`src/rtl/dcache_pkg.sv`:
```
// Shared types and address helpers for the direct-mapped data-cache controller.
package dcache_pkg;

    localparam int unsigned ADDR_W_DEF  = 32;
    localparam int unsigned DATA_W_DEF  = 32;
    localparam int unsigned INDEX_W_DEF = 6;
    localparam int unsigned TAG_W_DEF   = ADDR_W_DEF - INDEX_W_DEF - 2;

    typedef enum logic [2:0] {
        IDLE,
        LOOKUP,
        MEM_RD,
        MEM_WR,
        FLUSH
    } dcache_state_e;

    // Line index of a byte address (word offset bits dropped); caller truncates to index width.
    function automatic logic [63:0] index_of(input logic [63:0] byte_addr, input int unsigned index_w);
        return (byte_addr >> 2) & ((64'd1 << index_w) - 64'd1);
    endfunction

    // Tag of a byte address; caller truncates to tag width.
    function automatic logic [63:0] tag_of(input logic [63:0] byte_addr, input int unsigned index_w);
        return byte_addr >> (index_w + 2);
    endfunction

endpackage

```
`src/rtl/dcache_perf_cnt.sv`:
```
// Hit/miss saturating event counters for the data cache (built only with DCACHE_PERF_EN).
`ifdef DCACHE_PERF_EN
module dcache_perf_cnt (
    input  logic        clk,
    input  logic        rst,
    input  logic        clr,
    input  logic        hit_inc,
    input  logic        miss_inc,
    output logic [31:0] hit_cnt,
    output logic [31:0] miss_cnt
);

    // Counters hold at all-ones instead of wrapping; clr restarts the measurement window.
    always_ff @(posedge clk) begin
        if (rst || clr) begin
            hit_cnt  <= '0;
            miss_cnt <= '0;
        end else begin
            if (hit_inc && (hit_cnt != '1))
                hit_cnt <= hit_cnt + 32'd1;
            if (miss_inc && (miss_cnt != '1))
                miss_cnt <= miss_cnt + 32'd1;
        end
    end

endmodule
`endif

```
`src/rtl/dcache_ctrl.sv`:
```
// Direct-mapped, write-through, no-write-allocate L1 data-cache controller, one word per line.
// Optional feature: define DCACHE_PERF_EN to add hit_cnt/miss_cnt performance counter ports.
module dcache_ctrl
    import dcache_pkg::*;
#(
    parameter  int ADDR_W     = 32,
    parameter  int DATA_W     = 32,
    parameter  int INDEXWIDTH = 6,
    localparam int TAG_W      = ADDR_W - INDEXWIDTH - 2
) (
    input  logic                  clk,
    input  logic                  rst,
    input  logic                  core_req,
    input  logic                  core_we,
    input  logic [ADDR_W-1:0]     core_addr,
    input  logic [DATA_W-1:0]     core_wdata,
    output logic [DATA_W-1:0]     core_rdata,
    output logic                  core_stall,
    input  logic                  flush,
    output logic                  flush_busy,
    input  logic                  valid_data,
    output logic                  cs_valid,
    output logic                  web_valid,
    output logic                  oe_valid,
    output logic [INDEXWIDTH-1:0] addr_index,
    input  logic [TAG_W-1:0]      tag_rdata,
    output logic                  tag_we,
    output logic [TAG_W-1:0]      tag_wdata,
    input  logic [DATA_W-1:0]     data_rdata,
    output logic                  data_we,
    output logic [DATA_W-1:0]     data_wdata,
    output logic                  mem_req,
    output logic                  mem_we,
    output logic [ADDR_W-1:0]     mem_addr,
    output logic [DATA_W-1:0]     mem_wdata,
    input  logic [DATA_W-1:0]     mem_rdata,
    input  logic                  mem_ack
`ifdef DCACHE_PERF_EN
   ,output logic [31:0]           hit_cnt,
    output logic [31:0]           miss_cnt
`endif
);

    dcache_state_e         state;
    logic [ADDR_W-1:0]     lat_addr;
    logic                  lat_we;
    logic [DATA_W-1:0]     lat_wdata;
    logic [INDEXWIDTH-1:0] flush_cnt;
    logic                  flush_pend;

    logic [INDEXWIDTH-1:0] req_index;
    logic [TAG_W-1:0]      req_tag;
    logic                  hit;
    logic                  flush_start;

    assign req_index   = INDEXWIDTH'(index_of(64'(lat_addr), INDEXWIDTH));
    assign req_tag     = TAG_W'(tag_of(64'(lat_addr), INDEXWIDTH));
    assign hit         = valid_data && (tag_rdata == req_tag);
    assign flush_start = (state == IDLE) && (flush || flush_pend);

    // Sequencer: request latching, state transitions, flush counter and registered memory port.
    always_ff @(posedge clk) begin
        if (rst) begin
            state      <= IDLE;
            lat_addr   <= '0;
            lat_we     <= 1'b0;
            lat_wdata  <= '0;
            flush_cnt  <= '0;
            flush_pend <= 1'b0;
            mem_req    <= 1'b0;
            mem_we     <= 1'b0;
            mem_addr   <= '0;
            mem_wdata  <= '0;
        end else begin
            // A flush arriving mid-request is remembered so a single-cycle pulse is not lost.
            if (flush && (state != IDLE) && (state != FLUSH))
                flush_pend <= 1'b1;

            case (state)
                IDLE: begin
                    if (flush_start) begin
                        state      <= FLUSH;
                        flush_cnt  <= '0;
                        flush_pend <= 1'b0;
                    end else if (core_req) begin
                        state     <= LOOKUP;
                        lat_addr  <= core_addr;
                        lat_we    <= core_we;
                        lat_wdata <= core_wdata;
                    end
                end
                LOOKUP: begin
                    if (lat_we) begin
                        state     <= MEM_WR;
                        mem_req   <= 1'b1;
                        mem_we    <= 1'b1;
                        mem_addr  <= {lat_addr[ADDR_W-1:2], 2'b00};
                        mem_wdata <= lat_wdata;
                    end else if (hit) begin
                        state <= IDLE;
                    end else begin
                        state    <= MEM_RD;
                        mem_req  <= 1'b1;
                        mem_we   <= 1'b0;
                        mem_addr <= {lat_addr[ADDR_W-1:2], 2'b00};
                    end
                end
                MEM_RD, MEM_WR: begin
                    if (mem_ack) begin
                        state     <= IDLE;
                        mem_req   <= 1'b0;
                        mem_we    <= 1'b0;
                        mem_addr  <= '0;
                        mem_wdata <= '0;
                    end
                end
                FLUSH: begin
                    flush_cnt <= flush_cnt + 1'b1;
                    if (flush_cnt == '1)
                        state <= IDLE;
                end
                default: state <= IDLE;
            endcase
        end
    end

    // Array strobes and core response, decoded from state and the same-cycle array/memory inputs.
    always_comb begin
        core_rdata = '0;
        core_stall = 1'b0;
        flush_busy = 1'b0;
        cs_valid   = 1'b0;
        web_valid  = 1'b0;
        oe_valid   = 1'b0;
        addr_index = '0;
        tag_we     = 1'b0;
        tag_wdata  = '0;
        data_we    = 1'b0;
        data_wdata = '0;
        case (state)
            IDLE: core_stall = core_req;
            LOOKUP: begin
                oe_valid   = 1'b1;
                addr_index = req_index;
                if (!lat_we && hit)
                    core_rdata = data_rdata;
                else
                    core_stall = 1'b1;
                if (lat_we && hit) begin
                    data_we    = 1'b1;
                    data_wdata = lat_wdata;
                end
            end
            MEM_RD: begin
                addr_index = req_index;
                core_stall = !mem_ack;
                if (mem_ack) begin
                    data_we    = 1'b1;
                    data_wdata = mem_rdata;
                    tag_we     = 1'b1;
                    tag_wdata  = req_tag;
                    cs_valid   = 1'b1;
                    web_valid  = 1'b1;
                    core_rdata = mem_rdata;
                end
            end
            MEM_WR: begin
                addr_index = req_index;
                core_stall = !mem_ack;
            end
            FLUSH: begin
                flush_busy = 1'b1;
                addr_index = flush_cnt;
                cs_valid   = 1'b1;
                core_stall = core_req;
            end
            default: ;
        endcase
    end

`ifdef DCACHE_PERF_EN
    logic lookup_hit;
    logic lookup_miss;

    assign lookup_hit  = (state == LOOKUP) && hit;
    assign lookup_miss = (state == LOOKUP) && !hit;

    dcache_perf_cnt u_perf (
        .clk      (clk),
        .rst      (rst),
        .clr      (flush_start),
        .hit_inc  (lookup_hit),
        .miss_inc (lookup_miss),
        .hit_cnt  (hit_cnt),
        .miss_cnt (miss_cnt)
    );
`endif

endmodule

```
`config.mk`:
```
export PLATFORM = sky130hd
export DESIGN_NAME = dcache_ctrl
export DESIGN_NICKNAME = d
export VERILOG_FILES = /design/src/rtl/dcache_pkg.sv /design/src/rtl/dcache_perf_cnt.sv /design/src/rtl/dcache_ctrl.sv
export SDC_FILE = /design/constraint.sdc
export NUM_CORES = 1
export LEC_CHECK = 0
export ABC_AREA = 1
export CORE_AREA = 2 2 128 130
export CTS_BUF_LIST = sky130_fd_sc_hd__clkbuf_16
export DETAILED_ROUTE_END_ITERATION = 7
export DIE_AREA = 0 0 130 132
export GPL_TIMING_DRIVEN = 1
export HOLD_SLACK_MARGIN = 0.1
export PLACE_DENSITY_LB_ADDON = 0.15
export SYNTH_ARGS = -nofsm -noshare
export SYNTH_HDL_FRONTEND = slang
export SYNTH_SLANG_ARGS = --single-unit
```
`constraint.sdc`:
```
create_clock -name clk -period 5.2 [get_ports clk]
set_input_delay 1.04 -clock clk [delete_from_list [all_inputs] [get_ports clk]]
set_output_delay 1.04 -clock clk [all_outputs]
set_load 0.005 [all_outputs]
```
Word-level counts from Yosys, hierarchy flattened
Cells that the tools add are included.
W data, S select, Z words.
{ "word_totals": {"register_bits": 141, "latch_bits": 0, "ram_bits": 0, "mem_bits_ro": 0, "input_bits": 159, "out_inout_bits": 167, "elab_cells": 88, "memories": 0} }
{ "op_classes": {"addsub": 1, "n_mul": 0, "div": 0, "order_cmp": 0, "n_eq_ne": 13, "shifts": 0, "muxes": 42, "bitwise": 1, "n_reduce_logical": 21} }
{ "ops": {"columns": ["operator", "count"], "rows": [
  ["$pmux W32 S2", 4],
  ["$mux W32", 7],
  ["$mux W24", 2],
  ["$eq A24 B24 Y1", 1],
  ["$pmux W6 S2", 2],
  ["$mux W1", 14],
  ["$mux W3", 4],
  ["$pmux W3 S4", 1],
  ["$reduce_and A3 Y1", 4],
  ["$ne A3 B3 Y1 const B", 3],
  ["$pmux W1 S2", 4],
  ["$add A6 B1 Y6 const B", 1],
  ["$eq A3 B2 Y1 const B", 2],
  ["$eq A6 B6 Y1 const B", 1],
  ["$logic_and A1 B1 Y1", 6],
  ["$mux W6", 1],
  ["$ne A2 B2 Y1 const B", 3],
  ["$mux W2", 2],
  ["$reduce_bool A2 Y1", 2],
  ["$reduce_or A2 Y1", 2],
  ["$eq A3 B1 Y1 const B", 1],
  ["$eq A3 B3 Y1 const B", 1],
  ["$logic_not A3 Y1", 1],
  ["$pmux W1 S3", 1],
  ["7 further kinds", 8]
]} }

Logic depth before layout (Yosys ltp)
Gate-level depths: netlist of the first run.
{ "depth": {"depth_word": 6, "ltp_mapped": 13, "ltp_nobuf": 13} }

Worst setup path before layout of the first run
Ideal clock, no wire load.
{ "synth_timing": {"path_kind": "in2out", "from": "input port tag_rdata[23]", "to": "output port core_rdata[30]", "t_arrival_ps": 2112, "required_ps": 4160, "slack_ps": 2048, "cell_stages": 9, "n_path_buf": 1, "cell_sequence": "inv_1 > a21boi_0 > nand2_1 > nor2_1 > nand2_1 > nor2_1 > nand3_2 > clkbuf_1 > o21ai_0"} }
{ "synth_between": {"elab_chain_len": 5} }
{ "synth_rtl": {"columns": ["element", "line_no", "rtl"], "rows": [
  ["from (decl)", "dcache_ctrl.sv:26", "input logic [TAG_W-1:0] tag_rdata,"],
  ["$eq A24 B24 Y1", "dcache_ctrl.sv:58", "assign hit = valid_data && (tag_rdata == req_tag);"],
  ["$logic_and A1 B1 Y1", "dcache_ctrl.sv:58", null],
  ["$logic_and A1 B1 Y1", "dcache_ctrl.sv:145", "if (!lat_we && hit)"],
  ["$mux W32", "dcache_ctrl.sv:145", null],
  ["$pmux W32 S2", "dcache_ctrl.sv:140", "case (state)"],
  ["to (decl)", "dcache_ctrl.sv:17", "output logic [DATA_W-1:0] core_rdata,"]
]} }
No other way between the ends.

Worst setup path after layout of the first run
{ "layout_timing": {"from": "input port tag_rdata[17]", "to": "output port core_rdata[25]"} }
Same word-level chain as after synthesis.

==> run_results.csv, run 1 <==
group,metric,value,unit
setup_path,worstPathArrival,3.50,ns
synthesis,yosys-top-cells-count,"161 x nand2_1, 137 x dfxtp_1, 134 x o21ai_0",
synthesis,synth.avg_cell_area,6.84,sq um
synthesis,syn_inst,941,
routing,drtAntennaViolNets,0,
power,power,4.13,mW
cts,postCtsSetupBuffers,0,
timing,tightest_slew,0.822,ns
cts,clockBufferDepth,2,
die,core_region_area,15700,sq um
die,pin_count,326,
global_routing,grt_pass1_vias,6766,
place,place_ws,0.635,ns
die,die_area,17200,sq um
cts,cts_hold_buf,0,
timing,setup_tns,0,ns
global_routing,grt_pass1_wl,35500,microns
synthesis,synth_cell_types,33,
routing,avgRoutedWirePerCell,15.9,microns
synthesis,yosysSeqAreaShare,0.426,
cts,cts_resized,0,
timing,finClkSkew,0.0107,ns
synthesis,synth_top_area_frac,0.426,
setup_path,critPathMaxStageDelay,0.54,ns
global_routing,use_met3,0.0893,
place,dp_cells,1430,
global_routing,grt_max_degree,69,
place,numPortBuffers,321,
timing,timing.final.crit_share,0.873,
global_routing,antenna_found_initial,3,
hold_path,hold_end,"mem_we",
outcome,status,"completed",
timing,slew_viol_final,0,
die,rows,46,
synthesis,yosys-top-cells-area,"dfxtp_1 43%, o21ai_0 10%, a21oi_1 10%",
cts,worstSkewPairLatency,0.41,ns
cts,clk_root_buffer_cell,"clkbuf_16",
finish,fin_nets,1393,
power,power_density,397,nW/um^2
synthesis,synth-seq-cells,137,
timing,max-slew-margin-rel,0.452,
place,hpwl,16500,microns
cts,cts.sinks,137,
timing,fmax,220,MHz
timing,worst_slack,0.660,ns
synthesis,synth_ff_type,"dfxtp_1",
timing,post-route-min-period,4.54,ns
place,dpl_cell_area,9770,sq um
synthesis,syn-cell-area,6440,sq um
timing,setup_viol,0,
finish,final_area,10400,sq um
die,start_util,0.410,
timing,finalHoldViolCount,0,
cts,cts_buffers,17,
routing,avgViaCountPerCell,4.90,
finish,flow.area_growth_from_synthesis,61.3,%
hold_path,hold_class,"flop to flop",
finish,final_core_util,0.661,
power,power.leakage,3.93,nW
hold_path,holdPathStages,2,
routing,wl,23200,microns
synthesis,synth.most_common_cell,"nand2_1",
global_routing,grt.busiest_layer,"met2",
synthesis,yosysTopAreaCell,"dfxtp_1",
synthesis,yosys_warnings,0,
timing,rsz0062_at_grt,"false",
global_routing,grt_usage,0.265,
routing,vias,7176,
global_routing,grt_util_met1,0.301,
finish,drive_above_1_share,0.0490,
routing,drcViolationCount,0,
routing,drt_iter0_markers,332,
power,ir_drop,0.266,mV
setup_path,start_kind,"input pin",
setup_path,crit_type,"input pin to output pin",
hold_path,min-delay-start,"mem_we",
setup_path,crit_top_cell,"nand2_1",
finish,nFillCells,1424,
setup_path,r2r_end,"lat_wdata[16]",
synthesis,synthArstFlopShare,0,
place,place.gp.congestion,0.839,
timing,whs,0.461,ns
setup_path,rrSetupSlack,2.48,ns
cts,cts_tree,"done",
setup_path,crit_slowest_cell,"clkdlybuf4s50_1",
setup_path,r2r-start,"state[0]",
synthesis,synth_edf_count,0,
global_routing,overflow,0,
routing,drtPass1Iterations,5,
setup_path,path_cells,"clkdlybuf4s50_1, inv_1, nand2_1, nand2_1, inv_1, nand2_1, nor2_1, nand2_1, nor2_1, nand3_2, buf_4, o21ai_0, clkdlybuf4s50_1",
die,die_h,132,microns
setup_path,cp.required,4.16,ns
run,maxCapViolations,0,
finish,instances_no_fill,1463,
global_routing,grtUsageMet2,0.456,
setup_path,end_kind,"output pin",
die,die_x,130,microns
setup_path,rr_worst_depth,9,
cts,clkTransAtPathRegs,0.05,ns
setup_path,critPathMaxFanout,20,
cts,cts_htree_levels,4,
worst max path at each step:
| stage | start | endpoint | slack, ns | depth (start not counted) |
|---|---|---|---|---|
| 3_5_place_dp | tag_rdata[17] | core_rdata[31] | 0.63 | 13 |
| 2_1_floorplan | tag_rdata[23] | core_rdata[30] | 2.05 | 9 |
| 4_1_cts | tag_rdata[17] | core_rdata[31] | 0.62 | 13 |
| 3_3_place_gp | tag_rdata[17] | core_stall | 0.60 | 14 |
| 6_report | tag_rdata[17] | core_rdata[25] | 0.66 | 13 |
| 5_1_grt | tag_rdata[13] | data_wdata[2] | 0.39 | 13 |
layer usage:
metal	wire length, microns	part of all wire
met1	9020	0.39
met2	11400	0.49
met3	2040	0.088
met4	750	0.032
met5	23	0.00099
layout by cell type (no fill, tap or decap), types with 4 or more instances in the layout:
master           count
xor2_1               4
nand3_1             35
buf_4               13
nand3b_1            32
inv_2                9
nand2_1            161
clkdlybuf4s50_1    320
o21ai_0            134
a21oi_1            131
nor3_1               4
clkbuf_16           17
xnor2_1              4
bufinv_16            4
dfxtp_1            137
inv_1              127
o22ai_1              5
nor2_1              76
worst max-delay path, delay by kind of cell:
family                 cells  cell delay (ns)
buffers and inverters      5             1.44
AND/OR/NAND/NOR            7             0.79
AO/OA/AOI/OAI              1             0.21
final cells by class:
cell class | count | area (sq um) | area share
well taps | 216 | 270 | 0.0260
clock buffers | 17 | 425 | 0.0410
diodes | 1 | 2.50 | 0.000241
repair buffers | 335 | 3330 | 0.320
clock inverters | 15 | 185 | 0.0178
inverters | 135 | 508 | 0.0489
multi-input cells | 607 | 2920 | 0.281
flip-flops and latches | 137 | 2740 | 0.264
state kept, by name, summed over array words and instances (netlist names):
register and flops:
flush_cnt 6, flush_pend 1, lat_addr 30, lat_wdata 32, lat_we 1, mem_addr 30, mem_req 1, mem_wdata 32
mem_we 1, state 3
logic make-up after synthesis:
group                    count (synthesis)  share of synthesized area
AND/OR/NAND/NOR                        319                      0.220
AO/OA/AOI/OAI                          277                      0.220
buffers and inverters                  198                      0.121
flip-flops                             137                      0.426
XOR/XNOR                                 8                     0.0109
adder cells (fa/ha/maj)                  1                    0.00194
other                                    1                   0.000583
where the power goes:
group / switching (mW) / total (mW) / internal [mW] / leakage [nW]
sequential: 0.106 / 1.35 / 1.25 / 1.11
combinational: 0.873 / 1.52 / 0.649 / 2.52
clock: 0.457 / 1.25 / 0.795 / 0.298
(Power assumes the default switching activity.)
==> run 2: changes to the inputs <==
Settings changed: SLEW_MARGIN set to 0.
==> results of run 2 <==
Final layout, timing and power as in run 1 (identical DEF).
